File: src/rtl/barrel_shifter_if.sv
// barrel_shifter_if: operand/result bundle for the barrel shifter
//   in_valid  : operand fields are valid this cycle
//   datain    : WIDTH-bit operand
//   shiftamt  : shift distance 0..WIDTH-1
//   shifttype : operation select
//   out_valid : dataout holds a new result this cycle
//   dataout   : registered result
interface barrel_shifter_if #(
    parameter int WIDTH = 8,
    parameter int SHW   = $clog2(WIDTH)
);
    logic             in_valid;
    logic [WIDTH-1:0] datain;
    logic [SHW-1:0]   shiftamt;
    logic [2:0]       shifttype;
    logic             out_valid;
    logic [WIDTH-1:0] dataout;
    modport master (output in_valid, datain, shiftamt, shifttype, input out_valid, dataout);
    modport slave  (input in_valid, datain, shiftamt, shifttype, output out_valid, dataout);
endinterface

File: src/rtl/barrel_shifter.sv
// barrel_shifter: logical/arithmetic/rotate shifter with one registered output stage
//   clk   : rising-edge clock
//   rst_n : synchronous active-low reset
//   bus   : operand in (in_valid, datain, shiftamt, shifttype), result out (out_valid, dataout)
module barrel_shifter #(
    parameter int WIDTH = 8,
    parameter int SHW   = $clog2(WIDTH)
) (
    input  logic             clk,
    input  logic             rst_n,
    barrel_shifter_if.slave  bus
);
    logic                      w_pass;
    logic                      w_left;
    logic                      w_rot;
    logic                      w_sign;
    logic [WIDTH-1:0]          w_rev_in;
    logic [WIDTH-1:0]          w_rev_out;
    logic [SHW:0][WIDTH-1:0]   w_stage;
    logic [WIDTH-1:0]          w_result;
    logic [WIDTH-1:0]          r_dataout;
    logic                      r_out_valid;
    assign w_pass = bus.shifttype[2] & bus.shifttype[1];
    assign w_left = ~bus.shifttype[0] & ~w_pass;
    assign w_rot  = bus.shifttype[2];
    // Sign fill only for ASR; left shifts run through the right-shift network bit-reversed.
    assign w_sign = (bus.shifttype == 3'b011) & bus.datain[WIDTH-1];
    for (genvar b = 0; b < WIDTH; b++) begin : g_rev
        assign w_rev_in[b]  = bus.datain[WIDTH-1-b];
        assign w_rev_out[b] = w_stage[SHW][WIDTH-1-b];
    end
    assign w_stage[0] = w_left ? w_rev_in : bus.datain;
    // Stage k shifts right by 2**k; vacated MSBs take wrapped LSBs (rotate) or the fill bit.
    for (genvar k = 0; k < SHW; k++) begin : g_stage
        localparam int D = 1 << k;
        assign w_stage[k+1] = bus.shiftamt[k]
            ? {(w_rot ? w_stage[k][D-1:0] : {D{w_sign}}), w_stage[k][WIDTH-1:D]}
            : w_stage[k];
    end
    assign w_result = w_pass ? bus.datain : (w_left ? w_rev_out : w_stage[SHW]);
    always_ff @(posedge clk) begin
        if (!rst_n) begin
            r_dataout   <= '0;
            r_out_valid <= 1'b0;
        end else begin
            r_out_valid <= bus.in_valid;
            if (bus.in_valid) r_dataout <= w_result;
        end
    end
    assign bus.dataout   = r_dataout;
    assign bus.out_valid = r_out_valid;
endmodule

File: src/flat_wrapper.sv
// flat-port wrapper written by rule: the top's interface ports become plain ports
module barrel_shifter_flat 
#(
    parameter int WIDTH = 8,
    parameter int SHW   = $clog2(WIDTH)
)
  (clk, rst_n, bus_in_valid, bus_datain, bus_shiftamt, bus_shifttype, bus_out_valid, bus_dataout);
  barrel_shifter_if #(.WIDTH(WIDTH), .SHW(SHW)) bus_i ();
  input  logic clk;
  input  logic rst_n;
  input wire logic [$bits(bus_i.in_valid)-1:0] bus_in_valid;
  input wire logic [$bits(bus_i.datain)-1:0] bus_datain;
  input wire logic [$bits(bus_i.shiftamt)-1:0] bus_shiftamt;
  input wire logic [$bits(bus_i.shifttype)-1:0] bus_shifttype;
  output wire logic [$bits(bus_i.out_valid)-1:0] bus_out_valid;
  output wire logic [$bits(bus_i.dataout)-1:0] bus_dataout;
  assign bus_i.in_valid = bus_in_valid;
  assign bus_i.datain = bus_datain;
  assign bus_i.shiftamt = bus_shiftamt;
  assign bus_i.shifttype = bus_shifttype;
  assign bus_out_valid = bus_i.out_valid;
  assign bus_dataout = bus_i.dataout;
  barrel_shifter #(.WIDTH(WIDTH), .SHW(SHW)) u_core (.clk(clk), .rst_n(rst_n), .bus(bus_i));
endmodule
File: config.mk
export PLATFORM = sky130hd
export DESIGN_NAME = barrel_shifter_flat
export DESIGN_NICKNAME = d
export VERILOG_FILES = /design/src/rtl/barrel_shifter_if.sv /design/src/rtl/barrel_shifter.sv /design/src/flat_wrapper.sv
export SDC_FILE = /design/constraint.sdc
export NUM_CORES = 1
export LEC_CHECK = 0
export ABC_AREA = 0
export CAP_MARGIN = 20
export CORE_MARGIN = 10
export CORE_UTILIZATION = 45
export CTS_CLUSTER_SIZE = 28
export DETAILED_ROUTE_END_ITERATION = 7
export PLACE_DENSITY = 0.77
export SETUP_SLACK_MARGIN = 0.15
export SLEW_MARGIN = 15
export SYNTH_ARGS = -nofsm -noshare
export SYNTH_HDL_FRONTEND = slang
export SYNTH_SLANG_ARGS = --single-unit
File: constraint.sdc
create_clock -name clk -period 2.6 [get_ports clk]
set_clock_uncertainty 0.1 [all_clocks]
set_input_delay 0.39 -clock clk [delete_from_list [all_inputs] [get_ports clk]]
set_output_delay 0.39 -clock clk [all_outputs]
set_load 0.01 [all_outputs]
### Word-level counts from Yosys, hierarchy flattened

Cells that the tools add are included.

* register bits: 9
* bits of input ports: 17
* output and inout port bits: 9
* word-level logic and storage cells: 17

* equality and inequality tests: 1
* multiplexer cells: 9
* bitwise logic cells: 5

Operators by type and width (count)
* 2-to-1 mux 8 bit: 6
* 2-to-1 mux 4 bit: 1
* AND 1 bit: 3
* equality test 3 x 2 -> 1 bit, second input constant: 1
* 2-to-1 mux 2 bit: 1
* inverter 1 bit: 2
* 2-to-1 mux 1 bit: 1

### Longest topological paths before layout

* depth in word-level cells: 12
* gate-level depth with buffers: 8
* mapped depth without buffers: 6

### Worst setup path after synthesis

OpenSTA, ideal clock, no wires.

* kind: input to register
* start: input port bus_shifttype[1]
* end: register u_core.r_dataout[0] (netlist: u_core.bus.dataout[0])
* library setup time: 0.129 ns
* data arrival time: 2.035 ns
* required time: 2.371 ns
* path slack: 0.336 ns
* cell stages on the path: 6
* path buffers: 1
* cells stage by stage: buf_6 a21oi_4 mux4_2 mux4_2 a21oi_1 o31ai_1

* word-level cells in the longest chain between the ends: 10
* elaborated cells on any way between the ends: 14
* those cells by class: eq/ne (1); mux (9); bitwise (4)

RTL lines
* start, declared: line flat_wrapper.sv:14 `input wire logic [$bits(bus_i.shifttype)-1:0] bus_shifttype;`
* AND 1 bit: line barrel_shifter.sv:23 `assign w_pass = bus.shifttype[2] & bus.shifttype[1];`
* inverter 1 bit: line barrel_shifter.sv:24 `assign w_left = ~bus.shifttype[0] & ~w_pass;`
* AND 1 bit: line barrel_shifter.sv:24
* 2-to-1 mux 8 bit: line barrel_shifter.sv:32 `assign w_stage[0] = w_left ? w_rev_in : bus.datain;`
* 2-to-1 mux 1 bit / 2-to-1 mux 8 bit (equally long branches): line barrel_shifter.sv:37 `? {(w_rot ? w_stage[k][D-1:0] : {D{w_sign}}), w_stage[k][WIDTH-1:D]}`
* 2-to-1 mux 8 bit / 2-to-1 mux 2 bit (equally long branches): line barrel_shifter.sv:37
* 2-to-1 mux 8 bit / 2-to-1 mux 4 bit (equally long branches): line barrel_shifter.sv:37
* 2-to-1 mux 8 bit: line barrel_shifter.sv:37
* 2-to-1 mux 8 bit: line barrel_shifter.sv:40 `assign w_result = w_pass ? bus.datain : (w_left ? w_rev_out : w_stage[SHW]);`
* 2-to-1 mux 8 bit *: line barrel_shifter.sv:40
* end signal, assigned: line barrel_shifter.sv:47 `if (bus.in_valid) r_dataout <= w_result;`
* end, declared: line barrel_shifter.sv:21 `logic [WIDTH-1:0] r_dataout;`

Every way passes the cells marked *; elsewhere a longest branch is shown, timed or not.
A chain may end at the register's enable or synchronous reset.

### Worst setup path after layout

* start: input port bus_shiftamt[0]
* end: register u_core.r_dataout[2] (netlist: u_core.bus.dataout[2])

* word-level cells in the longest chain between the ends: 6
* elaborated cells on any way between the ends: 7
* those cells by class: mux (7)

RTL lines
* start, declared: line flat_wrapper.sv:13 `input wire logic [$bits(bus_i.shiftamt)-1:0] bus_shiftamt;`
* 2-to-1 mux 8 bit *: line barrel_shifter.sv:37
* 2-to-1 mux 2 bit / 2-to-1 mux 8 bit (equally long branches): line barrel_shifter.sv:37
* 2-to-1 mux 8 bit * (2 in a row): line barrel_shifter.sv:37
* 2-to-1 mux 8 bit * (2 in a row): line barrel_shifter.sv:40

Marks and branches as above.

==> summary.md <==
| Metric | Value |
|---|---|
| Register area share after synthesis | `between 10% and 20%` |
| Worst Path Arrival | `approximately 2.5 ns` |
| # Max-Cap Violations | `0` |
| CP Max Fanout | `12` |
| Placed insts | `roughly 220` |
| Ys Warns | `0` |
| Port-buffer cells | `25` |
| Critical Path Sink Type | `register` |
| Initial antenna violation count | `0` |
| CTS tree | `built` |
| First-pass DRT Iterations | `4` |
| Post-route cell area | `between 1500 and 2000 um^2` |
| Die Y | `between 70 and 80 um` |
| Most common cell after layout, fill and taps aside | `nand2_1` |
| WL final | `slightly above 4000 um` |
| Final setup fails | `0` |
| Layout area overhead | `33.8%` |
| Setup TNS | `0 ns` |
| Crit path kind | `in2reg` |
| # clock sinks | `9` |
| Mapped Nets | `between 150 and 200` |
| Hold buffers post-CTS | `0` |
| Vias in the first global route | `~1400` |
| Fraction of layout cells with a size suffix above 1 | `20.3%` |
| GRT Total Usage | `~16%` |
| GRT overflow | `0` |
| Clock slew at reported path FFs | `about 0.06 ns` |
| Core area | `2520 um^2` |
| Mapped cell area | `~1200 um^2` |
| DPL Wire Length | `about 3200 um` |
| Leading area contributor after synthesis | `mux4_2` |
| Crit path required time | `2.71 ns` |
| FMAX | `roughly 430 MHz` |
| Final Max Slew Viols | `0` |
| H-tree lvl count | `1` |
| Worst-path cell chain | `clkdlybuf4s50_1 -> nand3b_1 -> a21boi_0 -> nor2_1 -> a41oi_1 -> nor4b_2 -> a211o_1` |
| Final antenna-violating net count | `0` |
| Drt initial violations | `105` |
| Residual DRC | `0` |
| Tmin final | `between 2 and 2.5 ns` |
| Largest net degree at the start of global routing | `18` |
| Critical path buffers and inverters | `1` |
| Status | `finished, final reports clean` |
| DR vias/cell | `between 6 and 7` |
| Clock Tree Buf Depth | `2` |
| Gpl congestion | `0.929` |
| Count of different cell masters after synthesis | `37` |
| RSZ-0062 raised after global routing | `true` |
| Hold crit path type | `reg2reg` |
| Global-route wire length before repair | `6690 um` |
| Dpl cell area | `between 1500 and 2000 um^2` |
| Most frequent cells in the layout | `nand2_1, clkdlybuf4s50_1, buf_4` |
| Slew margin rel. | `between 60% and 70%` |
| CTS buffer count | `3` |
| Finished Core Util | `64.0%` |
| DR WL/cell | `~18 um` |
| CP max-delay cell | `clkdlybuf4s50_1` |
| Antenna cell count | `0` |
| Mean Syn Cell Area | `approximately 7.8 um^2` |
| Die Area | `5160 um^2` |
| Final hold violations | `0` |
| CP top delay family | `compound AO/OA/AOI/OAI gates` |
| # rows | `18` |
| Critical Path Source Type | `primary input` |
| Worst-Skew Late Latency | `around 0.26 ns` |
| Cells after Synth | `between 150 and 200` |
| Root buffer cell | `clkbuf_4` |
| CP max stage delay | `approximately 0.6 ns` |
| Largest cells by area after synthesis | `mux4_2, dfxtp_1, nand2_1` |
| Vias | `1409` |
| I/O pins | `26` |
| Initial core utilization | `between 40% and 50%` |
| PwrDens | `roughly 350 nW/um^2` |
| Filler-free cell count of the finished design | `222` |
| # nets final | `210` |
| Worst-Margin Slew | `0.532 ns` |
| Yosys top cell area share | `roughly a fifth` |
| Peak supply drop | `between 0.2 and 0.3 mV` |
| DIE WIDTH | `slightly above 70 um` |
| Seq cells post-synth | `9` |
| Leak | `about 0.62 nW` |
| Final Cycle Share | `between 90% and 100%` |
## flip-flops by register name (all words and copies together), names as in the netlist
name                  cells
u_core.bus.dataout        8
u_core.bus.out_valid      1
## final cells by class
class                           count  area, um^2
Clock buffer                        4        26.3
Timing Repair Buffer               44         389
Fill cell                         230         907
Inverter                            3        11.3
Tap cell                           30        37.5
Multi-Input combinational cell    132         971
Sequential cell                     9         180
## layer usage
layer  up-vias  global-route usage [%]  wire length, um
li1        672                       -                -
met1       665                    18.3             1710
met2        64                    27.7             1980
met3         8                    2.89              275
met4         0                    4.73               76
met5         -                       0                0
## repair_timing
item                                    4_1_cts  5_1_grt
setup buffers                                 1        0
gates cloned                                  0        0
pin swaps                                     1        0
endpoints found under the setup margin        6        2
hold endpoints to repair                      0        0
gates resized for setup                       5        3
## through the flow
step           setup WS, ns  hold WS (ns)  total power, W
6_report              0.254         0.506        0.000564
4_1_cts               0.246         0.509        0.000563
2_1_floorplan         0.336         0.417        0.000329
3_5_place_dp         -0.233         0.495        0.000453
3_3_place_gp         -0.148         0.487        0.000447
5_1_grt               0.165         0.561        0.000602
## synthesized netlist by cell type
library cell  number
a31oi_1            3
o41ai_1            2
nand2b_1           5
inv_1              3
a32o_1             1
nor4b_1            2
a2111oi_0          1
nand3b_1           1
a21o_1             2
nor2_1            15
o21a_1             2
a31o_2             1
dfxtp_1            9
o22ai_1            2
o211ai_1           1
a21oi_4            1
a211o_1            2
a211oi_1           1
o21ai_0            9
and2_1             4
a21boi_0           1
a41oi_1            2
nor2b_1            1
mux2i_1            2
nand3_1            8
o2111ai_1          2
o221a_2            1
nand2_1           27
buf_6              3
o31ai_1            2
clkbuf_1           7
mux4_2            11
a21oi_1           14
nand4b_1           2
mux4_1             1
nor3_1             3
buf_2              1
## where the power goes
part           total [W]  switching [W]  internal, W
clock           0.000107      0.0000483    0.0000591
combinational   0.000294       0.000146     0.000149
sequential      0.000162     0.00000735     0.000155
total           0.000564       0.000201     0.000363
## path summary, 6_finish.rpt
check | slack (ns) | cells past startpoint | start | end
hold reg to reg | 0.51 | 3 | u_core.bus.dataout[6]$_SDFFE_PN0P_ | u_core.bus.dataout[6]$_SDFFE_PN0P_
setup reg to reg | 1.33 | 3 | u_core.bus.dataout[2]$_SDFFE_PN0P_ | u_core.bus.dataout[2]$_SDFFE_PN0P_
hold / removal | 0.51 | 3 | u_core.bus.dataout[6]$_SDFFE_PN0P_ | u_core.bus.dataout[6]$_SDFFE_PN0P_
setup / recovery | 0.25 | 7 | bus_shiftamt[0] | u_core.bus.dataout[2]$_SDFFE_PN0P_
## cells by family (layout without fill, tap and decap cells)
| kind of cell | count (synthesis) | in the layout | synth area share (%) |
|---|---|---|---|
| AO/OA/AOI/OAI | 50 | 50 | 28.1 |
| buffers and inverters | 14 | 51 | 6.32 |
| flip-flops | 9 | 9 | 14.9 |
| AND/OR/NAND/NOR | 68 | 68 | 26.3 |
| multiplexers | 14 | 14 | 24.4 |
## worst min-delay path, cell delays in order, from the launching register on
cell and delay, ns:
dfxtp_1 0.32, o21a_1 0.15, nand2_1 0.06, nand3_1 0.05
Note: power is estimated with default switching activity, not from simulation.
